<file path="src/rtl/lc3b_types.sv">
// lc3b_types -- shared LC-3b datapath types.
//
// Contents:
//   lc3b_word          16-bit machine word
//   lc3b_cache_offset  word index within a 16-byte cache line (address bits [3:1])
//   lc3b_sb_entry      one store-buffer entry: word address, byte enables, data
//   SB_DEPTH           default number of store-buffer entries
package lc3b_types;

    typedef logic [15:0] lc3b_word;
    typedef logic [2:0]  lc3b_cache_offset;

    localparam int SB_DEPTH = 4;

    // waddr holds byte-address bits [15:1]; be[0] covers data[7:0] and be[1]
    // covers data[15:8].
    typedef struct packed {
        logic [14:0] waddr;
        logic [1:0]  be;
        lc3b_word    data;
    } lc3b_sb_entry;

endpackage

</file>
<file path="src/rtl/store_buffer.sv">
// store_buffer -- coalescing in-order store buffer between the CPU store port
// and the cache write path.
//
// Ports:
//   clk, reset_n              clock, asynchronous active-low reset
//   st_valid / st_ready       CPU store handshake (st_ready = !full)
//   st_addr, st_data          store byte address and data
//   st_mem_byte_enable        byte enables (bit0 = low byte, bit1 = high byte)
//   drn_valid / drn_ready     head entry handshake towards the cache
//   drn_line_addr             head entry address bits [15:4]
//   drn_offset                head entry address bits [3:1] (cache sel)
//   drn_selbyte, drn_wdata    head entry byte enables and merged data
//   ld_addr, ld_hazard        load address and "pending store covers this word"
//   empty, full               occupancy status
//
// A store to the same word as the youngest entry merges into it, so the
// merged entry keeps its original drain position. Stores with no byte enabled
// are accepted and dropped.
module store_buffer
    import lc3b_types::*;
#(
    parameter int DEPTH = SB_DEPTH
) (
    input  logic             clk,
    input  logic             reset_n,
    input  logic             st_valid,
    output logic             st_ready,
    input  lc3b_word         st_addr,
    input  lc3b_word         st_data,
    input  logic [1:0]       st_mem_byte_enable,
    output logic             drn_valid,
    input  logic             drn_ready,
    output logic [11:0]      drn_line_addr,
    output lc3b_cache_offset drn_offset,
    output logic [1:0]       drn_selbyte,
    output lc3b_word         drn_wdata,
    input  lc3b_word         ld_addr,
    output logic             ld_hazard,
    output logic             empty,
    output logic             full
);

    localparam int PTR_W = $clog2(DEPTH);
    localparam int CNT_W = PTR_W + 1;

    lc3b_sb_entry     entries [DEPTH];
    logic [PTR_W-1:0] head;
    logic [PTR_W-1:0] tail;
    logic [PTR_W-1:0] tail_last;
    logic [PTR_W-1:0] wr_idx;
    logic [PTR_W-1:0] rel;
    logic [CNT_W-1:0] count;

    logic             push;
    logic             pop;
    logic             coalesce;
    logic             alloc;
    lc3b_sb_entry     head_entry;
    lc3b_sb_entry     tail_entry;
    lc3b_sb_entry     wr_entry;

    // Address bit 0 only selects a byte inside the word; entries track words.
    logic unused_addr_bits;
    assign unused_addr_bits = &{1'b0, st_addr[0], ld_addr[0]};

    // ------------------------------------------------------------------
    // Status and handshakes
    // ------------------------------------------------------------------
    assign empty     = (count == '0);
    assign full      = (count == CNT_W'(DEPTH));
    assign st_ready  = !full;
    assign drn_valid = !empty;

    assign push = st_valid && st_ready && (st_mem_byte_enable != 2'b00);
    assign pop  = drn_valid && drn_ready;

    // tail points at the next free slot; the youngest entry sits just behind it.
    assign tail_last  = tail - 1'b1;
    assign head_entry = entries[head];
    assign tail_entry = entries[tail_last];

    // With a single entry the tail is the head, so a pop in the same cycle
    // would carry the merged bytes away; allocate a fresh entry instead.
    assign coalesce = push && !empty
                      && (st_addr[15:1] == tail_entry.waddr)
                      && !(pop && count == CNT_W'(1));
    assign alloc    = push && !coalesce;
    assign wr_idx   = coalesce ? tail_last : tail;

    // Drain outputs come straight from the head register.
    assign drn_line_addr = head_entry.waddr[14:3];
    assign drn_offset    = head_entry.waddr[2:0];
    assign drn_selbyte   = head_entry.be;
    assign drn_wdata     = head_entry.data;

    // ------------------------------------------------------------------
    // Entry write value: merge into the tail or build a new masked entry
    // ------------------------------------------------------------------
    always_comb begin
        // NOTE: every signal written here gets a default first so no path
        // leaves it unassigned, which would infer a latch.
        wr_entry       = '0;
        wr_entry.waddr = st_addr[15:1];
        wr_entry.be    = coalesce ? (tail_entry.be | st_mem_byte_enable)
                                  : st_mem_byte_enable;
        for (int b = 0; b < 2; b++) begin
            if (st_mem_byte_enable[b])
                wr_entry.data[8*b +: 8] = st_data[8*b +: 8];
            else if (coalesce)
                wr_entry.data[8*b +: 8] = tail_entry.data[8*b +: 8];
            else
                wr_entry.data[8*b +: 8] = 8'h00;
        end
    end

    // ------------------------------------------------------------------
    // Load hazard: any live entry holding the load's word
    // ------------------------------------------------------------------
    always_comb begin
        ld_hazard = 1'b0;
        rel       = '0;
        for (int i = 0; i < DEPTH; i++) begin
            // Distance from head, modulo DEPTH; live when it is below count.
            rel = PTR_W'(i) - head;
            if (({1'b0, rel} < count) && (entries[i].waddr == ld_addr[15:1]))
                ld_hazard = 1'b1;
        end
    end

    // ------------------------------------------------------------------
    // Pointers and occupancy
    // ------------------------------------------------------------------
    always_ff @(posedge clk or negedge reset_n) begin
        if (!reset_n) begin
            head  <= '0;
            tail  <= '0;
            count <= '0;
        end else begin
            // NOTE: sequential state uses non-blocking assignments so every
            // register samples the pre-edge values, independent of block order.
            if (pop)
                head <= head + 1'b1;
            if (alloc)
                tail <= tail + 1'b1;
            case ({alloc, pop})
                2'b10:   count <= count + 1'b1;
                2'b01:   count <= count - 1'b1;
                default: count <= count;
            endcase
        end
    end

    // ------------------------------------------------------------------
    // Entry storage
    // ------------------------------------------------------------------
    always_ff @(posedge clk or negedge reset_n) begin
        if (!reset_n) begin
            // NOTE: the entry array is cleared on reset so drn_selbyte and
            // drn_wdata read as zero while empty after reset; this keeps the
            // storage in flops rather than a RAM macro.
            for (int i = 0; i < DEPTH; i++)
                entries[i] <= '0;
        end else if (push) begin
            entries[wr_idx] <= wr_entry;
        end
    end

endmodule

</file>
<file path="config.mk">
export PLATFORM = sky130hd
export DESIGN_NAME = store_buffer
export DESIGN_NICKNAME = d
export VERILOG_FILES = /design/src/rtl/lc3b_types.sv /design/src/rtl/store_buffer.sv
export SDC_FILE = /design/constraint.sdc
export NUM_CORES = 1
export LEC_CHECK = 0
export BUFFER_PORTS_ARGS = -buffer_cell sky130_fd_sc_hd__buf_2
export CAP_MARGIN = 20
export CORE_ASPECT_RATIO = 0.5
export CORE_UTILIZATION = 35
export DETAILED_ROUTE_END_ITERATION = 8
export PLACE_DENSITY = 0.56
export RECOVER_POWER = 100
export SKIP_LAST_GASP = 1
export SYNTH_ARGS = -nofsm -noshare
export SYNTH_HDL_FRONTEND = slang
export SYNTH_SLANG_ARGS = --single-unit
</file>
<file path="constraint.sdc">
create_clock -name clk -period 3.2 [get_ports clk]
set_input_delay 0.64 -clock clk [delete_from_list [all_inputs] [get_ports clk]]
set_output_delay 0.64 -clock clk [all_outputs]
set_load 0.005 [all_outputs]
</file>
[Word level (Yosys, flattened, before mapping)]
Index checks and enable logic that the tools add are counted.
Word-level totals
  register bits after elaboration: 139
  bits in latches: 0
  memory bits (writable): 0
  ROM bits: 0
  output and inout port bits: 38
  logic and storage cells: 85
  memories kept: 0
Cells by class
  $add $sub $neg: 9
  multiply operators: 0
  div/mod/pow operators: 0
  order comparisons: 8
  eq/ne operators: 9
  shift-type cells: 0
  multiplexer cells: 20
  bitwise logic cells: 4
  reductions and logical operators: 20
Operators by type and width (count)
  33-bit 2-to-1 mux: 5
  33-bit binary-select mux with 2-bit select: 2
  132-bit bitwise mux: 1
  15-bit == test: 5
  33-bit demux with 2-bit select: 1
  8-bit 2-to-1 mux: 4
  1-bit logical AND: 13
  2-bit by 3-bit < comparator with 1-bit output: 4
  3-bit >= comparator, second input constant: 3
  2-bit inverter with 3-bit output: 3
  3-bit one-hot mux with 2 select lines: 1
  2-bit by 1-bit adder with 2-bit output, second input constant: 2
  1-bit logical NOT: 4
  1-bit 2-to-1 mux: 4
  2-bit 2-to-1 mux: 2
  2-bit nonzero test: 2
  1-bit by 2-bit subtractor with 2-bit output, first input constant: 2
  2-bit subtractor, first input constant: 2
  3-bit by 1-bit adder with 3-bit output, second input constant: 1
  3-bit by 1-bit == test with 1-bit output, second input constant: 1
  3-bit == test, second input constant: 1
  3-bit logical NOT: 1
  3-bit by 1-bit < comparator with 1-bit output, second input constant: 1
  3-bit by 1-bit subtractor with 3-bit output, second input constant: 1
  4 further kinds: 4

[Depth between registers and ports, before layout]
  depth in word-level cells: 15
  gate-level depth with buffers: 15
  gate-level depth less buffers: 11

[Worst setup path before layout]
No wires, ideal clock.
  kind: input -> register
  start: in st_mem_byte_enable[0]
  end: reg entries[33] (netlist name)
  setup time: 0.125 ns
  arrival: 3.332 ns
  data required time: 3.075 ns
  slack: -0.256 ns
  cell stages on the path: 10
  buffers on the path: 3
  path through: clkbuf_1 > o21ai_0 > a311oi_1 > o311ai_0 > or4_1 > or3_1 > buf_2 > a2111oi_4 > buf_6 > mux2_2
On the way
  word-level cells in the longest chain between the ends: 12
  elaborated cells on any way between the ends: 15
  those cells by class: 2 x order compare; 6 x mux; 1 x bitwise; 6 x reduce/logical
RTL lines
  start, declared: RTL line store_buffer.sv:30  | input logic [1:0] st_mem_byte_enable,
  2-bit nonzero test: RTL line store_buffer.sv:74  | assign push = st_valid && st_ready && (st_mem_byte_enable != 2'b00);
  1-bit logical AND: RTL line store_buffer.sv:74
  1-bit logical AND: RTL line store_buffer.sv:84  | assign coalesce = push && !empty
  1-bit logical AND: RTL line store_buffer.sv:85  | && (st_addr[15:1] == tail_entry.waddr)
  1-bit logical AND: RTL line store_buffer.sv:86  | && !(pop && count == CNT_W'(1));
  2-bit 2-to-1 mux: RTL line store_buffer.sv:88  | assign wr_idx = coalesce ? tail_last : tail;
  2-bit inverter with 3-bit output (not written as such): RTL line store_buffer.sv:164  | entries[wr_idx] <= wr_entry;
  3-bit >= comparator (not written as such) / 3-bit by 1-bit < comparator with 1-bit output (equally long branches): RTL line store_buffer.sv:164
  1-bit logical AND (not written as such): RTL line store_buffer.sv:164
  33-bit 2-to-1 mux (not written as such): RTL line store_buffer.sv:164
  33-bit demux with 2-bit select: RTL line store_buffer.sv:164
  132-bit bitwise mux: RTL line store_buffer.sv:164
  end signal, assigned by index: RTL line store_buffer.sv:164
  end, declared: RTL line store_buffer.sv:46  | lc3b_sb_entry entries [DEPTH];
Parallel ways exist; a longest one is shown, timed or not.
A chain may end at the register's enable or synchronous reset.

[Worst setup path in the final report]
  start: reg tail[0]
  end: reg entries[39] (netlist name)
On the way
  word-level cells in the longest chain between the ends: 15
  elaborated cells on any way between the ends: 18
  those cells by class: 1 x add/sub; 2 x order compare; 1 x eq/ne; 9 x mux; 2 x bitwise; 3 x reduce/logical
RTL lines
  start, declared: RTL line store_buffer.sv:48  | logic [PTR_W-1:0] tail;
  start signal, assigned: RTL line store_buffer.sv:144  | tail <= tail + 1'b1;
  2-bit by 1-bit subtractor with 2-bit output: RTL line store_buffer.sv:78  | assign tail_last = tail - 1'b1;
  2-bit inverter with 3-bit output (not written as such): RTL line store_buffer.sv:80  | assign tail_entry = entries[tail_last];
  33-bit binary-select mux with 2-bit select: RTL line store_buffer.sv:80
  33-bit 2-to-1 mux (not written as such) (2 in a row): RTL line store_buffer.sv:80
  15-bit == test: RTL line store_buffer.sv:85
  1-bit logical AND: RTL line store_buffer.sv:85
  1-bit logical AND: RTL line store_buffer.sv:86
  2-bit 2-to-1 mux: RTL line store_buffer.sv:88
  2-bit inverter with 3-bit output (not written as such): RTL line store_buffer.sv:164
  3-bit >= comparator (not written as such) / 3-bit by 1-bit < comparator with 1-bit output (equally long branches): RTL line store_buffer.sv:164
  1-bit logical AND (not written as such): RTL line store_buffer.sv:164
  33-bit 2-to-1 mux (not written as such): RTL line store_buffer.sv:164
  33-bit demux with 2-bit select: RTL line store_buffer.sv:164
  132-bit bitwise mux *: RTL line store_buffer.sv:164
Every way passes the cells marked *; elsewhere a longest branch is shown, timed or not. The select of a mux whose other input is x is not followed.

==> flow_metrics.tcl <==
set metrics [dict create \
    synth_sequential_area_ratio 0.417 \
    synth_async_sr_flop_share 1.00 \
    synth_compound_area_frac 0.0318 \
    hold-worst-slack_ns 0.526 \
    grt_first_pass_wirelength_um 36800 \
    worst-endpoint-required_ns 3.51 \
    num_vias 5921 \
    yosys.area_share.xor_xnor 0.0840 \
    ys_top_cells_by_area "dfrtp_1 (42%), mux2_2 (18%), mux4_2 (16%)" \
    chipWidth_um 220 \
    finalCriticalPeriod_ns 3.56 \
    synth-seq-cells 139 \
    worst_setup_hold_path_clk_slew_ns 0.06 \
    post-synth-top-area-fraction 0.417 \
    static-leakage-power_nw 4.72 \
    port_buffers 89 \
    cap_viol_max_count 1 \
    root_buffer "clkbuf_16" \
    worstSetupPathType "flip-flop to flip-flop" \
    synth_largest_area_cell "dfrtp_1" \
    area_growth_pct 31.5 \
    gp_congestion 0.874 \
    grt_antenna_before_repair 0 \
    timing.final.max_slew_violations 52 \
    synth_simple_gate_area_frac 0.0552 \
    clock_skew_ns 0.00678 \
    dr_wl_met3_um 811 \
    crit_buf_inv 2 \
    initial_core_utilization 0.361 \
    grt_util_all_layers 0.201 \
    ioPinCount 92 \
    ys_types 36 \
    final.setup.worst_slack_ns -0.360 \
    finalCoreUtilization 0.475 \
    globalRoute.totalOverflow 0 \
    synth-edff-count 0 \
    warnings_from_yosys 0 \
    drt_pass1_iterations 7 \
    worst_slew_pin_slew_ns 2.86 \
    starting_drt_drc_count 466 \
    failed_checks "DRC, capacitance limit, slew limit, setup timing" \
    critical_path.cell_chain "mux4_2 > xnor2_2 > o2111ai_1 > or4_4 > or3_4 > a2111oi_4 > buf_6 > buf_12 > mux2_2" \
    final_layout_size_suffix_gt1_frac 0.548 \
    timing_hold_violations_final 0 \
    worstReg2RegStart "tail[0]" \
    critical_path.slowest_cell "mux4_2" \
    grt_start_max_net_pins 52 \
    route.detailed.drc 5 \
    fmax_ghz 0.281 \
    wl_met1_um 11300 \
    number_of_placement_rows 39 \
    hold_path_class "flip-flop to flip-flop" \
    synth_ff_type "dfrtp_1" \
    synthCells 626 \
    post-route-period-util 1.11 \
    reg2regPathDepth 9 \
    number_of_global_route_vias_before_repair 6380 \
    net_count_synth 689 \
    cts_buffer_depth 2 \
    worstSkewPairLatency_ns 0.42 \
    max_slew_margin -0.908 \
    number_of_sinks_on_the_clock_net 139 \
    cts_inserted_buffers 17 \
    core_area_um2 23100 \
    wl_met2_um 11700 \
    worst_ep_arrival_time_ns 3.87 \
    synthMostInstantiatedCell "dfrtp_1" \
    synth.area.mux_share 0.361 \
    worst_ir_drop_vdd_uv 470 \
    half_perimeter_wire_length_of_the_detailed_placement_result_um 15800 \
    finalNetCount 861 \
    postRouteWirelength_um 24100 \
    route.detailed.wl_per_inst_um 21.5 \
    critPathMaxFanout 6 \
    worstSetupStartpointType "flip-flop" \
    clock_tree_from_tritoncts "done" \
    die_boundary_height_um 111 \
    holdPathEnd "entries[72]" \
    pwr_density_cell_nw_per_um2 1070 \
    critPathTopFamily "simple AND/OR/NAND/NOR gates" \
    cts.htree.levels 4 \
    hold_path_depth 1 \
    critPathMaxStageDelay_ns 0.57 \
    insertedDiodeCount 0 \
    detailedPlace.worstSlack_ns -0.445 \
    holdCritStartpoint "entries[72]" \
    finalSetupViolCount 141 \
    syn-cell-area_um2 8340 \
    stdcell_area_um2 11000 \
    syn_avg_cell_area_um2 13.3 \
    outcome "finished, violations left" \
    main_combinational_cell_family_by_area_after_synthesis "multiplexers" \
    routed.top_layer "met4" \
    r2r-end "entries[39]" \
    yosys.area_share.adder 0.0135 \
    dpl_cell_area_um2 9840 \
    end_kind "flip-flop" \
    reg2reg_slack_ns -0.36 \
    synthTopCellsByCount "dfrtp_1 (139), mux2_2 (133), xnor2_1 (62), mux4_2 (61), clkbuf_1 (28)" \
    die_area_um2 24500 \
    antenna_violating_nets_post_route 0 \
    rsz0062_at_grt "yes" \
    avgViaCountPerCell 5.30 \
    power.total_mw 11.7 \
]
==> routing by layer <==
layer  vias to the layer above  global-route usage
li1                       2658                   -
met1                      3129               0.278
met2                       112               0.326
met3                        22              0.0332
met4                         0              0.0520
met5                         -                   0
==> layout by cell type, fill, tap and decap left out, types with 9 or more instances in the layout <==
cell type / Yosys / routed
buf_12: 0 / 12
buf_2: 3 / 84
buf_4: 9 / 84
buf_6: 4 / 9
clkbuf_16: 0 / 22
dfrtp_1: 139 / 136
inv_1: 12 / 12
mux2_2: 133 / 103
mux2_4: 0 / 32
mux4_2: 61 / 61
nand2_1: 24 / 22
nand2b_1: 19 / 19
nand3_1: 10 / 10
nand4_1: 13 / 13
o21ai_0: 23 / 23
xnor2_1: 62 / 59
xor2_1: 18 / 18
==> what timing repair did <==
action	in CTS	in global routing
hold buffers	0	0
setup buffers	6	1
endpoints found under the hold margin	0	0
endpoints found under the setup margin	135	135
pin swaps	3	8
gates cloned	4	5
gates resized for setup	33	29
==> where the power goes <==
part	internal, mW	switching, mW
registers	2.61	0.789
clock network	1.34	0.747
logic	3.68	2.53
==> flip-flops by register name, indices dropped and copies added, names as in the netlist <==
| signal | cells |
|---|---|
| tail | 2 |
| head | 2 |
| entries | 132 |
| count | 3 |
==> metrics by stage <==
stage / setup TNS, ns / cells
after floorplan: -8.47 / 626
after global placement: -53.33 / 1070
after detailed placement: -55.62 / 1070
after CTS: -34.62 / 1111
after global routing: -60.76 / 1117
final: -41.16 / 1117
==> final cells by class <==
class                   instances  area [µm²]
clock inverters                 6         108
well taps                     307         384
fillers                      2070       12100
inverters                      12        45.0
repair buffers                205        1660
multi-input cells             423        4770
flip-flops and latches        139        3480
clock buffers                  25         515
==> cell families (layout without fill, tap and decap cells) <==
family	after synthesis	count (layout)
flip-flops	139	139
buffers and inverters	64	248
AND/OR/NAND/NOR	86	86
AO/OA/AOI/OAI	40	40
multiplexers	208	208
adder cells (fa/ha/maj)	9	9
XOR/XNOR	80	80
==> worst max path at each step <==
stage | from | to | slack [ns] | depth (start not counted)
2_1_floorplan | tail[0] | entries[33] | -0.13 | 10
4_1_cts | tail[0] | entries[39] | -0.30 | 10
3_3_place_gp | st_mem_byte_enable[0] | entries[38] | -0.42 | 10
3_5_place_dp | st_mem_byte_enable[0] | entries[39] | -0.45 | 10
5_1_grt | tail[0] | entries[56] | -0.45 | 9
6_report | tail[0] | entries[39] | -0.36 | 9
Power figures use the tool's default switching activity.
